File: src/rtl/seq_shift_add_mult.sv
// Sequential unsigned shift-and-add multiplier.
// One partial product per clock through a W-bit ripple-carry adder. The
// result appears W+1 cycles after start is accepted and is announced with a
// one-cycle done pulse. The adder's carry-out is shifted back into the
// accumulator, so no bit of the running sum is lost.

// One-bit full adder cell.
module seq_shift_add_mult_fa (
    input  logic a_i,
    input  logic b_i,
    input  logic c_i,
    output logic s_o,
    output logic c_o
);
    assign s_o = a_i ^ b_i ^ c_i;
    assign c_o = (a_i & b_i) | (c_i & (a_i ^ b_i));
endmodule

// W-bit ripple-carry adder with carry-out and no carry-in.
module seq_shift_add_mult_rca #(
    parameter int W = 4
) (
    input  logic [W-1:0] x_i,
    input  logic [W-1:0] y_i,
    output logic [W-1:0] s_o,
    output logic         c_o
);
    logic [W:0] c;

    assign c[0] = 1'b0;

    for (genvar i = 0; i < W; i++) begin : g_bit
        seq_shift_add_mult_fa u_fa (
            .a_i (x_i[i]),
            .b_i (y_i[i]),
            .c_i (c[i]),
            .s_o (s_o[i]),
            .c_o (c[i+1])
        );
    end

    assign c_o = c[W];
endmodule

module seq_shift_add_mult #(
    parameter int W = 4
) (
    input  logic           clk,
    input  logic           reset,
    input  logic           start,
    input  logic [W-1:0]   a,
    input  logic [W-1:0]   b,
    output logic           busy,
    output logic           done,
    output logic [2*W-1:0] p
);
    // One extra bit so the terminal value W is representable without wrap.
    localparam int CW = $clog2(W) + 1;

    typedef enum logic [1:0] {
        IDLE = 2'd0,
        RUN  = 2'd1,
        DONE = 2'd2
    } state_t;

    state_t         state_q;
    logic [W-1:0]   mcand_q;
    logic [2*W-1:0] acc_q;
    logic [CW-1:0]  count_q;
    logic           busy_q;
    logic           done_q;
    logic [2*W-1:0] p_q;

    logic [W-1:0]   addend;
    logic [W-1:0]   sum;
    logic           cout;
    logic [2*W-1:0] acc_d;
    logic           last_iter;

    // Add the multiplicand into the high half only when the current
    // multiplier bit (acc LSB) is set; otherwise pass hi through unchanged.
    assign addend = acc_q[0] ? mcand_q : '0;

    seq_shift_add_mult_rca #(.W(W)) u_add (
        .x_i (acc_q[2*W-1:W]),
        .y_i (addend),
        .s_o (sum),
        .c_o (cout)
    );

    // {cout, sum, lo} shifted right by one: carry lands in the MSB and the
    // consumed multiplier bit falls off the bottom.
    assign acc_d     = {cout, sum, acc_q[W-1:1]};
    assign last_iter = (count_q == CW'(W - 1));

    // Control FSM with registered busy/done/p; reset aborts any operation.
    always_ff @(posedge clk or posedge reset) begin
        if (reset) begin
            state_q <= IDLE;
            mcand_q <= '0;
            acc_q   <= '0;
            count_q <= '0;
            busy_q  <= 1'b0;
            done_q  <= 1'b0;
            p_q     <= '0;
        end else begin
            case (state_q)
                IDLE, DONE: begin
                    done_q <= 1'b0;
                    if (start) begin
                        state_q <= RUN;
                        mcand_q <= a;
                        acc_q   <= {{W{1'b0}}, b};
                        count_q <= '0;
                        busy_q  <= 1'b1;
                    end else begin
                        state_q <= IDLE;
                        busy_q  <= 1'b0;
                    end
                end
                RUN: begin
                    // start is deliberately ignored here.
                    acc_q   <= acc_d;
                    count_q <= count_q + CW'(1);
                    if (last_iter) begin
                        state_q <= DONE;
                        p_q     <= acc_d;
                        busy_q  <= 1'b0;
                        done_q  <= 1'b1;
                    end
                end
                default: begin
                    state_q <= IDLE;
                    busy_q  <= 1'b0;
                    done_q  <= 1'b0;
                end
            endcase
        end
    end

    assign busy = busy_q;
    assign done = done_q;
    assign p    = p_q;
endmodule

File: config.mk
export PLATFORM = sky130hd
export DESIGN_NAME = seq_shift_add_mult
export DESIGN_NICKNAME = d
export VERILOG_FILES = /design/src/rtl/seq_shift_add_mult.sv
export SDC_FILE = /design/constraint.sdc
export NUM_CORES = 1
export LEC_CHECK = 0
export ABC_AREA = 0
export CORE_MARGIN = 8
export CORE_UTILIZATION = 46
export CTS_BUF_LIST = sky130_fd_sc_hd__clkbuf_16
export DETAILED_ROUTE_END_ITERATION = 10
export HOLD_SLACK_MARGIN = 0.15
export PLACE_DENSITY_LB_ADDON = 0.08
export RECOVER_POWER = 50
export SETUP_SLACK_MARGIN = 0.02
export SKIP_CTS_REPAIR_TIMING = 1
export SLEW_MARGIN = 0
export SYNTH_ARGS = -nofsm -noshare
export SYNTH_HDL_FRONTEND = slang
export SYNTH_SLANG_ARGS = --single-unit
File: constraint.sdc
create_clock -name clk -period 1.9 [get_ports clk]
set_input_delay 0.475 -clock clk [delete_from_list [all_inputs] [get_ports clk]]
set_output_delay 0.475 -clock clk [all_outputs]
set_load 0.01 [all_outputs]
==> results_tabular.tex <==
\begin{tabular}{lr}
\hline
Metric & Value \\
\hline
\multicolumn{2}{l}{\textbf{Synthesis}} \\
\quad Syn Std Cell Area & 1210 sq um \\
\quad Seq/Total Area, Yosys & 53.6\% \\
\quad Top-area cell type share of the netlist area & 53.6\% \\
\quad Synthesized area per cell & 12.4 sq um \\
\quad Number of library cell types mapped by synthesis & 23 \\
\quad Instance count of the mapped netlist & between 90 and 100 \\
\quad Synthesis-stage register bit count & 26 \\
\quad Largest cells by area after synthesis & dfrtp\_1 54\%, mux2\_2 5.6\%, fa\_1 4.9\%, o2bb2ai\_2 4.9\%, inv\_1 4.3\% \\
\quad Count of yosys warnings during synthesis & 0 \\
\quad Cell taking the most area after synthesis & dfrtp\_1 \\
\quad Nets in the synthesized netlist & 115 \\
\multicolumn{2}{l}{\textbf{Run}} \\
\quad Number of maximum-capacitance violations & 0 \\
\multicolumn{2}{l}{\textbf{Finish}} \\
\quad \# diodes & 0 \\
\quad Top library cells by usage in the layout, fill and taps aside & 26 x dfrtp\_1, 18 x clkdlybuf4s50\_1, 11 x inv\_1 \\
\quad Proportion of layout cells with a drive suffix above 1 & 28.1\% \\
\quad Final design utilization & 61.3\% \\
\quad Number of nets at the end of the flow & between 100 and 150 \\
\quad Most common library cell in the layout ignoring fill and taps & dfrtp\_1 \\
\quad Number of filler instances in the final layout & 211 \\
\quad Area added between synthesis and finish & 26.1\% \\
\multicolumn{2}{l}{\textbf{Clock network}} \\
\quad Clock Tree Root & clkbuf\_16 \\
\quad Worst-case clock buffer depth & 2 \\
\quad Number of H-tree branching levels & 1 \\
\quad Clock transition time at the flip-flop clock pins of the worst setup and hold paths & $\sim$0.060 ns \\
\quad Clock buffers created by TritonCTS & 3 \\
\quad Skew-Pair Late Insertion Delay & 0.26 ns \\
\quad CTS tree & yes \\
\quad Number of clock sinks & 26 \\
\multicolumn{2}{l}{\textbf{STA}} \\
\quad Setup repair after global routing missed its margin & true \\
\quad Headroom to the max-slew limit & 56.7\% \\
\quad Crit path setup slack, layout & -0.0475 ns \\
\quad Layout Skew & about 0.003 ns \\
\quad Final hold viol count & 0 \\
\quad Final worst-path cycle share & 103\% \\
\quad Highest achievable clock rate & 513 MHz \\
\quad Min Clock Period, post-route & 1.95 ns \\
\quad Worst Max-Slew Pin Slew & 0.649 ns \\
\quad Final Setup Violations & 2 \\
\quad Slew Limit Fails & 0 \\
\multicolumn{2}{l}{\textbf{Floorplanning}} \\
\quad Number of top-level pins & 21 \\
\quad Die Y & 67.4 microns \\
\quad Initial Util & 48.6\% \\
\quad Area of the die & 4540 sq um \\
\quad Width of the die & 67.4 microns \\
\quad Cell Rows & 18 \\
\quad Core footprint & 2500 sq um \\
\multicolumn{2}{l}{\textbf{Worst setup path}} \\
\quad Path type of the worst setup path & flop to flop \\
\quad Arrival time of the worst setup path & 2.09 ns \\
\quad Critical path's slowest cell & fa\_2 \\
\quad Worst setup slack for register-to-register paths & -0.05 ns \\
\quad CP required & roughly 2.0 ns \\
\quad Crit path largest cell delay & 0.54 ns \\
\quad Startpoint class of the critical path & flop \\
\quad Critical-path maximum fanout & 2 \\
\quad Ordered cell list for the critical path & and2\_4 -> ha\_4 -> inv\_2 -> fa\_2 -> inv\_2 -> fa\_2 -> inv\_2 -> fa\_2 -> o2bb2ai\_2 \\
\quad Kind of capture point of the worst setup path & flop \\
\multicolumn{2}{l}{\textbf{Placed design}} \\
\quad IO buf count & 20 \\
\quad Final RePlAce weighted congestion & 0.731 \\
\quad Post-place setup slack & -0.0979 ns \\
\quad Detail Placement HPWL & between 1.5 and 2 mm \\
\multicolumn{2}{l}{\textbf{Route}} \\
\quad Number of iterations in the first detailed-routing pass & 3 \\
\quad Via count of the routed design & 782 \\
\quad Post-route ant nets & 0 \\
\quad Final routed DRC violation total & 0 \\
\quad DRT Wirelength & $\sim$2.3 mm \\
\quad Iteration-0 DRC Markers & 19 \\
\quad Average via count per standard cell & about 5.2 \\
\quad WL per Instance & between 10 and 15 microns \\
\multicolumn{2}{l}{\textbf{Hold path}} \\
\quad Worst hold-check path type & flop to flop \\
\multicolumn{2}{l}{\textbf{GRT}} \\
\quad Global-route wire length before repair & 3.89 mm \\
\quad Global-route usage over all layers & 11.2\% \\
\quad Vias in the first global route & $\sim$850 \\
\quad Maximum number of pins on one net before global-route repair & 27 \\
\quad Overflow left after global routing & 0 \\
\quad Initial antenna violation count & 0 \\
\multicolumn{2}{l}{\textbf{Pwr}} \\
\quad Clk pwr share & about 17\% \\
\quad Switching Power & 0.972 mW \\
\quad Total internal power & approximately 1.8 mW \\
\quad Power density normalized to cell area & 1790 nW/um\^{}2 \\
\quad Switch share & 35.4\% \\
\quad Combinational share of power & 46.7\% \\
\quad Fraction of power consumed by sequential logic & 36.4\% \\
\quad Leakage power of the design & 0.686 nW \\
\quad Largest vdd supply drop & 0.000984 V \\
\multicolumn{2}{l}{\textbf{Run status}} \\
\quad Violated checks & negative setup slack \\
\quad Result of the run & finished, violations left \\
\hline
\end{tabular}
[cell usage after synthesis]
cell type / n
dfrtp_1: 26
inv_1: 14
nand2_1: 9
o21ai_0: 9
mux2_2: 6
a21oi_2: 4
o22ai_1: 4
o2bb2ai_2: 4
fa_1: 3
ha_1: 3
a22o_1: 2
and2_1: 2
buf_6: 2
and2_4: 1
buf_12: 1
buf_4: 1
nand2b_2: 1
nand2b_4: 1
nand3_1: 1
nand3b_2: 1
nor2_1: 1
o31ai_1: 1
xnor2_1: 1
[layout make-up]
| cell class | instances | area, sq um | share of cell area (%) |
|---|---|---|---|
| clock buffer | 3 | 75.1 | 4.90 |
| inverter | 14 | 52.6 | 3.43 |
| multi-input combinational | 54 | 488 | 31.9 |
| sequential | 26 | 651 | 42.5 |
| tap | 30 | 37.5 | 2.45 |
| timing repair buffer | 24 | 228 | 14.9 |
[critical path: cells and delay by family, from the launching register on]
family / cells / cell delay (ns)
adder cells (fa/ha/maj): 4 / 1.15
AO/OA/AOI/OAI: 1 / 0.05
AND/OR/NAND/NOR: 1 / 0.15
flip-flops: 1 / 0.35
buffers and inverters: 3 / 0.13
[cells by family after synthesis]
logic type | share of synthesized area (%)
AOI/OAI and AO/OA | 15.7
xor gates and xnor gates | 0.721
adders and majority gates | 8.03
buffers and inverters | 8.45
DFF | 53.6
muxes | 5.56
and+or+nand+nor | 8.03
[worst paths after layout]
check,start,to,cells after the start
max in group asynchronous,reset,p[7],3
max reg2reg,acc_q[0],acc_q[6],9
min reg2reg,p[5],p[5],2
min in group asynchronous,reset,acc_q[2],3
min,p[5],p[5],2
max,acc_q[0],acc_q[6],9
[layer usage]
layer | track usage, % | vias to the layer above | part of all wire, %
met1 | 13.7 | 387 | 47
met3 | 3.31 | 4 | 6.0
li1 | - | 377 | -
met4 | 4.70 | 0 | 1.5
met2 | 18.0 | 14 | 45
met5 | 0 | - | 0
[metrics by stage]
| step | power, mW | cells | TNS [ns] | hold WS, ns | area [sq um] |
|---|---|---|---|---|---|
| after global routing | 2.97 | 151 | -0.269 | 0.513 | 1530 |
| after floorplan | 1.91 | 98 | -0.141 | 0.469 | 1220 |
| after detailed placement | 2.26 | 148 | -0.224 | 0.473 | 1440 |
| final | 2.75 | 151 | -0.0897 | 0.481 | 1530 |
| after global placement | 2.23 | 148 | -0.155 | 0.461 | 1440 |
| after CTS | 2.73 | 151 | -0.289 | 0.487 | 1520 |
[power by group through the flow]
| stage | Sequential, mW | Clock, mW | Combinational (mW) |
|---|---|---|---|
| detailed placement | 1.01 | 0 | 1.25 |
| global placement | 0.990 | 0 | 1.24 |
| CTS | 1.00 | 0.471 | 1.26 |
| finish | 1.00 | 0.462 | 1.28 |
| global route | 1.04 | 0.493 | 1.44 |
| floorplan | 1.02 | 0 | 0.889 |
[state kept, by name (all words and copies together), names as in the netlist]
register	count
acc_q	8
p	8
busy	1
done	1
state_q	1
count_q	3
mcand_q	4
Note: power is estimated with default switching activity, not from simulation.
